[config.mk]
export PLATFORM = sky130hd
export DESIGN_NAME = delay_meter
export DESIGN_NICKNAME = d
export VERILOG_FILES = /design/src/rtl/delay_meter.sv
export SDC_FILE = /design/constraint.sdc
export NUM_CORES = 1
export LEC_CHECK = 0
export ABC_CLOCK_PERIOD_IN_PS = 8600
export CAP_MARGIN = 20
export CORE_UTILIZATION = 61
export DETAILED_ROUTE_END_ITERATION = 10
export GPL_TIMING_DRIVEN = 0
export MAX_ROUTING_LAYER = met4
export PLACE_DENSITY_LB_ADDON = 0.08
export SLEW_MARGIN = 20
export SYNTH_ARGS = -nofsm -noshare
export SYNTH_HDL_FRONTEND = slang
export SYNTH_SLANG_ARGS = --single-unit
[constraint.sdc]
create_clock -name clk -period 8.6 [get_ports clk]
set_clock_uncertainty 0.05 [all_clocks]
set_input_delay 1.72 -clock clk [delete_from_list [all_inputs] [get_ports clk]]
set_output_delay 1.72 -clock clk [all_outputs]
set_load 0.02 [all_outputs]
[src/rtl/delay_meter.sv]
// delay_meter: measures the number of enabled cycles from a start strobe
// (exclusive) to a stop strobe (inclusive). The result is held until acked,
// and the block keeps sticky min/max statistics and an overrun flag.
module delay_meter #(
  parameter int unsigned           CNT_W   = 16,
  parameter logic [CNT_W-1:0]      MAX_CNT = '1
) (
  input  logic             clk,
  input  logic             rst,
  input  logic             enable,
  input  logic             start,
  input  logic             stop,
  input  logic             meas_ack,
  input  logic             clr_stats,
  output logic             meas_valid,
  output logic [CNT_W-1:0] meas_count,
  output logic             meas_timeout,
  output logic             busy,
  output logic             overrun,
  output logic [CNT_W-1:0] min_count,
  output logic [CNT_W-1:0] max_count
);

  typedef enum logic [1:0] {
    S_IDLE  = 2'd0,
    S_COUNT = 2'd1,
    S_HOLD  = 2'd2
  } state_t;

  state_t           r_state, w_state_nxt;
  logic [CNT_W-1:0] r_cnt, w_cnt_nxt;
  logic [CNT_W-1:0] r_meas_count, w_meas_count_nxt;
  logic             r_timeout, w_timeout_nxt;
  logic             r_overrun, w_overrun_nxt;
  logic [CNT_W-1:0] r_min, w_min_nxt;
  logic [CNT_W-1:0] r_max, w_max_nxt;

  logic [CNT_W-1:0] w_cnt_inc;
  logic             w_fold;
  logic [CNT_W-1:0] w_result;

  // State and result registers, asynchronously cleared.
  always_ff @(posedge clk or negedge rst) begin
    if (!rst) begin
      r_state      <= S_IDLE;
      r_cnt        <= '0;
      r_meas_count <= '0;
      r_timeout    <= 1'b0;
      r_overrun    <= 1'b0;
      r_min        <= '1;
      r_max        <= '0;
    end else begin
      r_state      <= w_state_nxt;
      r_cnt        <= w_cnt_nxt;
      r_meas_count <= w_meas_count_nxt;
      r_timeout    <= w_timeout_nxt;
      r_overrun    <= w_overrun_nxt;
      r_min        <= w_min_nxt;
      r_max        <= w_max_nxt;
    end
  end

  // Next-state, counter, result capture, overrun and statistics logic.
  always_comb begin
    w_state_nxt      = r_state;
    w_cnt_nxt        = r_cnt;
    w_meas_count_nxt = r_meas_count;
    w_timeout_nxt    = r_timeout;
    w_overrun_nxt    = r_overrun;
    w_min_nxt        = r_min;
    w_max_nxt        = r_max;
    w_fold           = 1'b0;
    w_result         = '0;
    w_cnt_inc        = r_cnt + CNT_W'(1);

    unique case (r_state)
      S_IDLE: begin
        if (enable && start) begin
          if (stop) begin
            w_state_nxt      = S_HOLD;
            w_meas_count_nxt = '0;
            w_timeout_nxt    = 1'b0;
            w_fold           = 1'b1;
            w_result         = '0;
          end else begin
            w_state_nxt = S_COUNT;
            w_cnt_nxt   = '0;
          end
        end
      end

      S_COUNT: begin
        if (enable) begin
          if (start) begin
            w_overrun_nxt = 1'b1;
          end
          if (stop) begin
            w_state_nxt      = S_HOLD;
            w_meas_count_nxt = w_cnt_inc;
            w_timeout_nxt    = 1'b0;
            w_fold           = 1'b1;
            w_result         = w_cnt_inc;
          end else if (w_cnt_inc == MAX_CNT) begin
            w_state_nxt      = S_HOLD;
            w_meas_count_nxt = MAX_CNT;
            w_timeout_nxt    = 1'b1;
          end else begin
            w_cnt_nxt = w_cnt_inc;
          end
        end
      end

      S_HOLD: begin
        // ack is honoured regardless of enable; a start only counts when enabled
        if (meas_ack) begin
          if (enable && start) begin
            w_state_nxt = S_COUNT;
            w_cnt_nxt   = '0;
          end else begin
            w_state_nxt = S_IDLE;
          end
        end else if (enable && start) begin
          w_overrun_nxt = 1'b1;
        end
      end

      default: begin
        w_state_nxt = S_IDLE;
      end
    endcase

    if (w_fold) begin
      if (w_result < r_min) begin
        w_min_nxt = w_result;
      end
      if (w_result > r_max) begin
        w_max_nxt = w_result;
      end
    end

    // clear wins over a result folded in on the same edge
    if (clr_stats) begin
      w_min_nxt     = '1;
      w_max_nxt     = '0;
      w_overrun_nxt = 1'b0;
    end
  end

  assign meas_valid   = (r_state == S_HOLD);
  assign busy         = (r_state == S_COUNT);
  assign meas_count   = r_meas_count;
  assign meas_timeout = r_timeout;
  assign overrun      = r_overrun;
  assign min_count    = r_min;
  assign max_count    = r_max;

endmodule

* Word level (Yosys, flattened, before mapping) *
Cells that the tools add are included.

storage, ports and cells
  register bits after elaboration = 68
  bits of input ports = 7
  output and inout port bits = 52
  word-level logic and storage cells = 87

cells by class
  add/sub/neg operators = 1
  $lt $le $gt $ge = 2
  eq/ne operators = 16
  mux-type cells = 47
  reductions and logical operators = 14

operators with widths
  cell                                                                     number
  16-bit two-way mux                                                       21
  16-bit one-hot mux with 3 select lines                                   1
  16-bit one-hot mux with 2 select lines                                   1
  16-bit by 1-bit adder with 16-bit output, second input constant          1
  16-bit == test, second input constant                                    1
  16-bit > comparator                                                      1
  16-bit less-than comparator                                              1
  1-bit two-way mux                                                        14
  2-bit inequality test, second input constant                             7
  2-bit two-way mux                                                        6
  5-bit AND reduction                                                      2
  3-bit inequality test, second input constant                             3
  8-bit AND reduction                                                      1
  2-bit nonzero test                                                       4
  3-bit by 2-bit inequality test with 1-bit output, second input constant  2
  1-bit one-hot mux with 2 select lines                                    3
  2-bit one-hot mux with 3 select lines                                    1
  3-bit nonzero test                                                       2
  2-bit AND reduction                                                      2
  4-bit AND reduction                                                      1
  2-bit by 1-bit == test with 1-bit output, second input constant          1
  2-bit == test, second input constant                                     1
  2-bit logical NOT                                                        1
  2-bit by 1-bit inequality test with 1-bit output, second input constant  1
  1-bit logical AND                                                        1

* Logic depth before layout (Yosys ltp) *
  depth after elaboration = 8
  mapped depth = 16
  mapped depth without buffers = 12

* Worst setup path before layout *
Ideal clock, no wire load.

  path type = input port to flip-flop
  start point = input stop
  end point = register r_min[11] (netlist: min_count[11])
  library setup time = 0.075 ns
  data arrival time = 4.610 ns
  data required time = 8.475 ns
  setup slack = 3.866 ns
  stages = 14
  buffers on the path = 5
  path through = clkbuf_1 -> nand3_1 -> clkbuf_1 -> buf_1 -> nor2_1 -> ha_1 -> and4_1 -> a2111oi_0 -> o21ai_0 -> a211oi_1 -> o41a_1 -> buf_2 -> buf_6 -> mux2i_1

between the ends
  cells in the longest elaborated chain, start to end = 6
  elaborated cells between the ends (all ways) = 14
  those cells by class = order compare (1); mux (10); reduce/logical (3)

RTL lines
  item                                                                        line  RTL
  from (decl)                                                                 12    input logic stop,
  16-bit two-way mux                                                          97    if (stop) begin
  16-bit two-way mux                                                          93    if (enable) begin
  16-bit two-way mux                                                          n/a
  16-bit less-than comparator / 16-bit two-way mux (equally long branches)    133   if (w_result < r_min) begin
  2-bit nonzero test (no line) / 16-bit two-way mux (equally long branches)   n/a
  2-bit AND reduction (no line) / 16-bit two-way mux (equally long branches)  n/a
  to (signal assigned)                                                        58    r_min <= w_min_nxt;
  to (decl)                                                                   35    logic [CNT_W-1:0] r_min, w_min_nxt;

Several ways; a longest one is shown, not always the timed one. The select of a mux whose other input is x is not followed.
A chain may end at the register's enable or synchronous reset.

* Worst setup path after layout *
  start point = input stop
  end point = register r_min[13] (netlist: min_count[13])

Same word-level chain as after synthesis.

==> run summary <==
Minimum clock period: 5.70 ns
Outcome: finished clean
Core region area: 7250 um^2
Routed WL: 12000 um
Post-synthesis sequential area ratio: 37.6%
Post-synth net total: 528
Max-slew violation count: 0
Overall power consumption: 1.05 mW
Post-synth EDFFs: 0
Share of layout cells above drive strength 1: 14.5%
Hold-fix buffers at CTS: 0
Vias: 4051
IO buf count: 57
Non-filler cells, final: 663
Int Pwr: 0.684 mW
GRT Total Usage: 33.3%
Leak: 2.43 nW
Initial antenna violation count: 0
Nets: 597
Syn Inst Count: 490
Worst Path Required: 8.84 ns
CTS root buf: clkbuf_8
Via density: 6.11
Critical Path End Type: flip-flop
Final Setup Violations: 0
Synth Area in Simple Gates: 18.8%
CTS sink count: 68
Reg clk slew, reported paths: 0.09 ns
Max Cap Viol: 0
Main combinational cell family by area after synthesis: simple AND/OR/NAND/NOR gates
Syn Area/Cell: 9.36 um^2
Starting Density: 63.2%
Vias in the first global route: 3741
Area grow syn2layout: 20.8%
Post-DR wirelength/cell: 18.0 um
Routability Congestion: 0.948
First-pass GRT wire length: 18800 um
RSZ-0062 raised after global routing: false
Num CTS Buffers: 9
Clk network pwr share: 29.7%
Post-CTS sizing: 0
Worst-path fanout max: 10
Post-synth top area share: 28.4%
Flop pwr share: 38.3%
Design Area, Final: 5540 um^2
Adder-Cell Fraction of Synth Area: 8.46%
Max frequency: 175 MHz
Die Ht: 88.7 um
Synth cell types: 61
Setup Buffers After CTS: 0
Switching share of total power: 35.0%
Pre-Repair DR Iteration Count: 5
Multiplexer area fraction after synthesis: 13.3%
Async SR Flop Fraction: 100%
Largest net degree at the start of global routing: 49
Setup TNS: 0 ns
Arr. time, crit path: 5.94 ns
Max IR drop VDD: 0.000162 V
DP Area: 5300 um^2
Pwr dens: 190 nW/um^2
Clock Latency Late Sink: 0.36 ns
Post-synth top area cell: dfrtp_1
Net Switching: 0.368 mW
# rows: 31
DIE AREA: 7870 um^2
Detail Route Antenna Nets: 0
Synth Cell Area: 4580 um^2
Iter 0 DRT Violations: 224
Compound-Gate Fraction of Synth Area: 13.3%
Xor and xnor area share after synthesis: 2.29%
Hold Violations, Final: 0
Synth Flop Type: dfrtp_1
Gate power share: 32.1%
Chip width: 88.7 um
Setup CP Type: in2reg
Hold depth: 1
Worst hold-check path type: reg2reg
CTS tree: yes
Post-route DRC: 0
Placed cells: 647
Reg2reg setup slack: 3.96 ns
Synthesized flop and latch total: 68
Global route overflow: 0
CTS H-tree lvls: 3
R2R cell count: 16
Largest buffer count on any clock path: 2
Startpoint types: input port
Hpwl dp: 8870 um
# diodes: 0
Synth Warn #: 0
Synth area leaders: dfrtp_1, dfstp_2, ha_1, mux2_2, nor2_1
Slew of the pin with the lowest slew margin: 0.681 ns
IO Pins: 59
Period utilisation layout: 66.3%
Relative slew slack: 54.0%
## flip-flops by register name, indices dropped and copies added (netlist names)
signal and count:
max_count 16, meas_count 16, min_count 16, r_cnt 16
r_state 2, meas_timeout 1, overrun 1
## worst paths after layout
check | endpoint | start
max | min_count[13] | stop
min | meas_count[1] | meas_count[1]
max reg2reg | min_count[13] | r_state[1]
min reg2reg | meas_count[1] | meas_count[1]
max in group asynchronous | min_count[1] | rst
min in group asynchronous | max_count[4] | rst
## cell families after synthesis
family                   Yosys count
AND/OR/NAND/NOR                  169
AO/OA/AOI/OAI                     85
buffers and inverters             70
flip-flops                        68
multiplexers                      55
adder cells (fa/ha/maj)           31
XOR/XNOR                          12
## layout make-up
class / count / area [um^2]
Clock buffer: 10 / 138
Fill cell: 536 / 1720
Clock inverter: 6 / 95.1
Buffer: 33 / 154
Sequential cell: 68 / 1720
Tap cell: 99 / 124
Multi-Input combinational cell: 352 / 2570
Timing Repair Buffer: 58 / 596
Inverter: 37 / 139
## worst max-delay path: stages
cell             delay, ns
clkdlybuf4s50_1       0.49
clkbuf_1              0.33
nand3_1               0.22
clkbuf_1              0.27
clkbuf_1              0.29
nor2_1                0.34
ha_1                  0.31
and4_1                0.21
a2111oi_0             0.40
o21ai_0               0.19
a211oi_1              0.27
o41a_1                0.20
buf_2                 0.25
buf_6                 0.21
mux2i_1               0.23
## placed cells by master, fill, tap and decap left out, types with 6 or more instances in the layout
cell / instances
dfrtp_1: 52
dfstp_2: 16
nand3_1: 8
nor3_1: 12
ha_1: 31
o21ai_0: 10
buf_2: 6
nand4_1: 6
nor2_1: 71
nand2_1: 21
inv_1: 36
nand2b_1: 13
clkbuf_1: 22
clkbuf_8: 10
clkdlybuf4s50_1: 56
mux2i_1: 21
xor2_1: 6
mux2_2: 25
xnor2_1: 6
a21oi_1: 28
## synthesized netlist by cell type, drive strengths merged, types with 13 or more instances
cell,n
a21oi,28
clkbuf,22
dfrtp,52
dfstp,16
ha,31
inv,36
mux2,34
mux2i,21
nand2,21
nand2b,13
nor2,71
## metal layers
| layer | up-vias | global-route usage [%] | share of wire (%) | wire (um) |
|---|---|---|---|---|
| li1 | 1883 | - | - | - |
| met1 | 1955 | 42.2 | 42 | 4980 |
| met2 | 179 | 53.1 | 49 | 5830 |
| met3 | 34 | 5.50 | 6.3 | 756 |
| met4 | 0 | 13.8 | 3.3 | 391 |
| met5 | - | - | 0 | 0 |
## per-stage QoR
| stage | utilization (%) | hold WS, ns | setup slack (ns) |
|---|---|---|---|
| 2_1_floorplan | - | 0.453 | 3.87 |
| 4_1_cts | 76.3 | 0.453 | 3.00 |
| 5_1_grt | 76.3 | 0.469 | 2.62 |
| 3_5_place_dp | 73.1 | 0.434 | 2.66 |
| 6_report | 76.3 | 0.451 | 2.90 |
| 3_3_place_gp | 72.8 | 0.425 | 2.79 |
## power groups by stage
stage	clock, mW	sequential [mW]	combinational [mW]
after floorplan	0	0.445	0.154
after global placement	0	0.404	0.329
final	0.312	0.402	0.337
after CTS	0.312	0.402	0.336
after global routing	0.328	0.408	0.363
after detailed placement	0	0.408	0.334
Note: power is estimated with default switching activity, not from simulation.
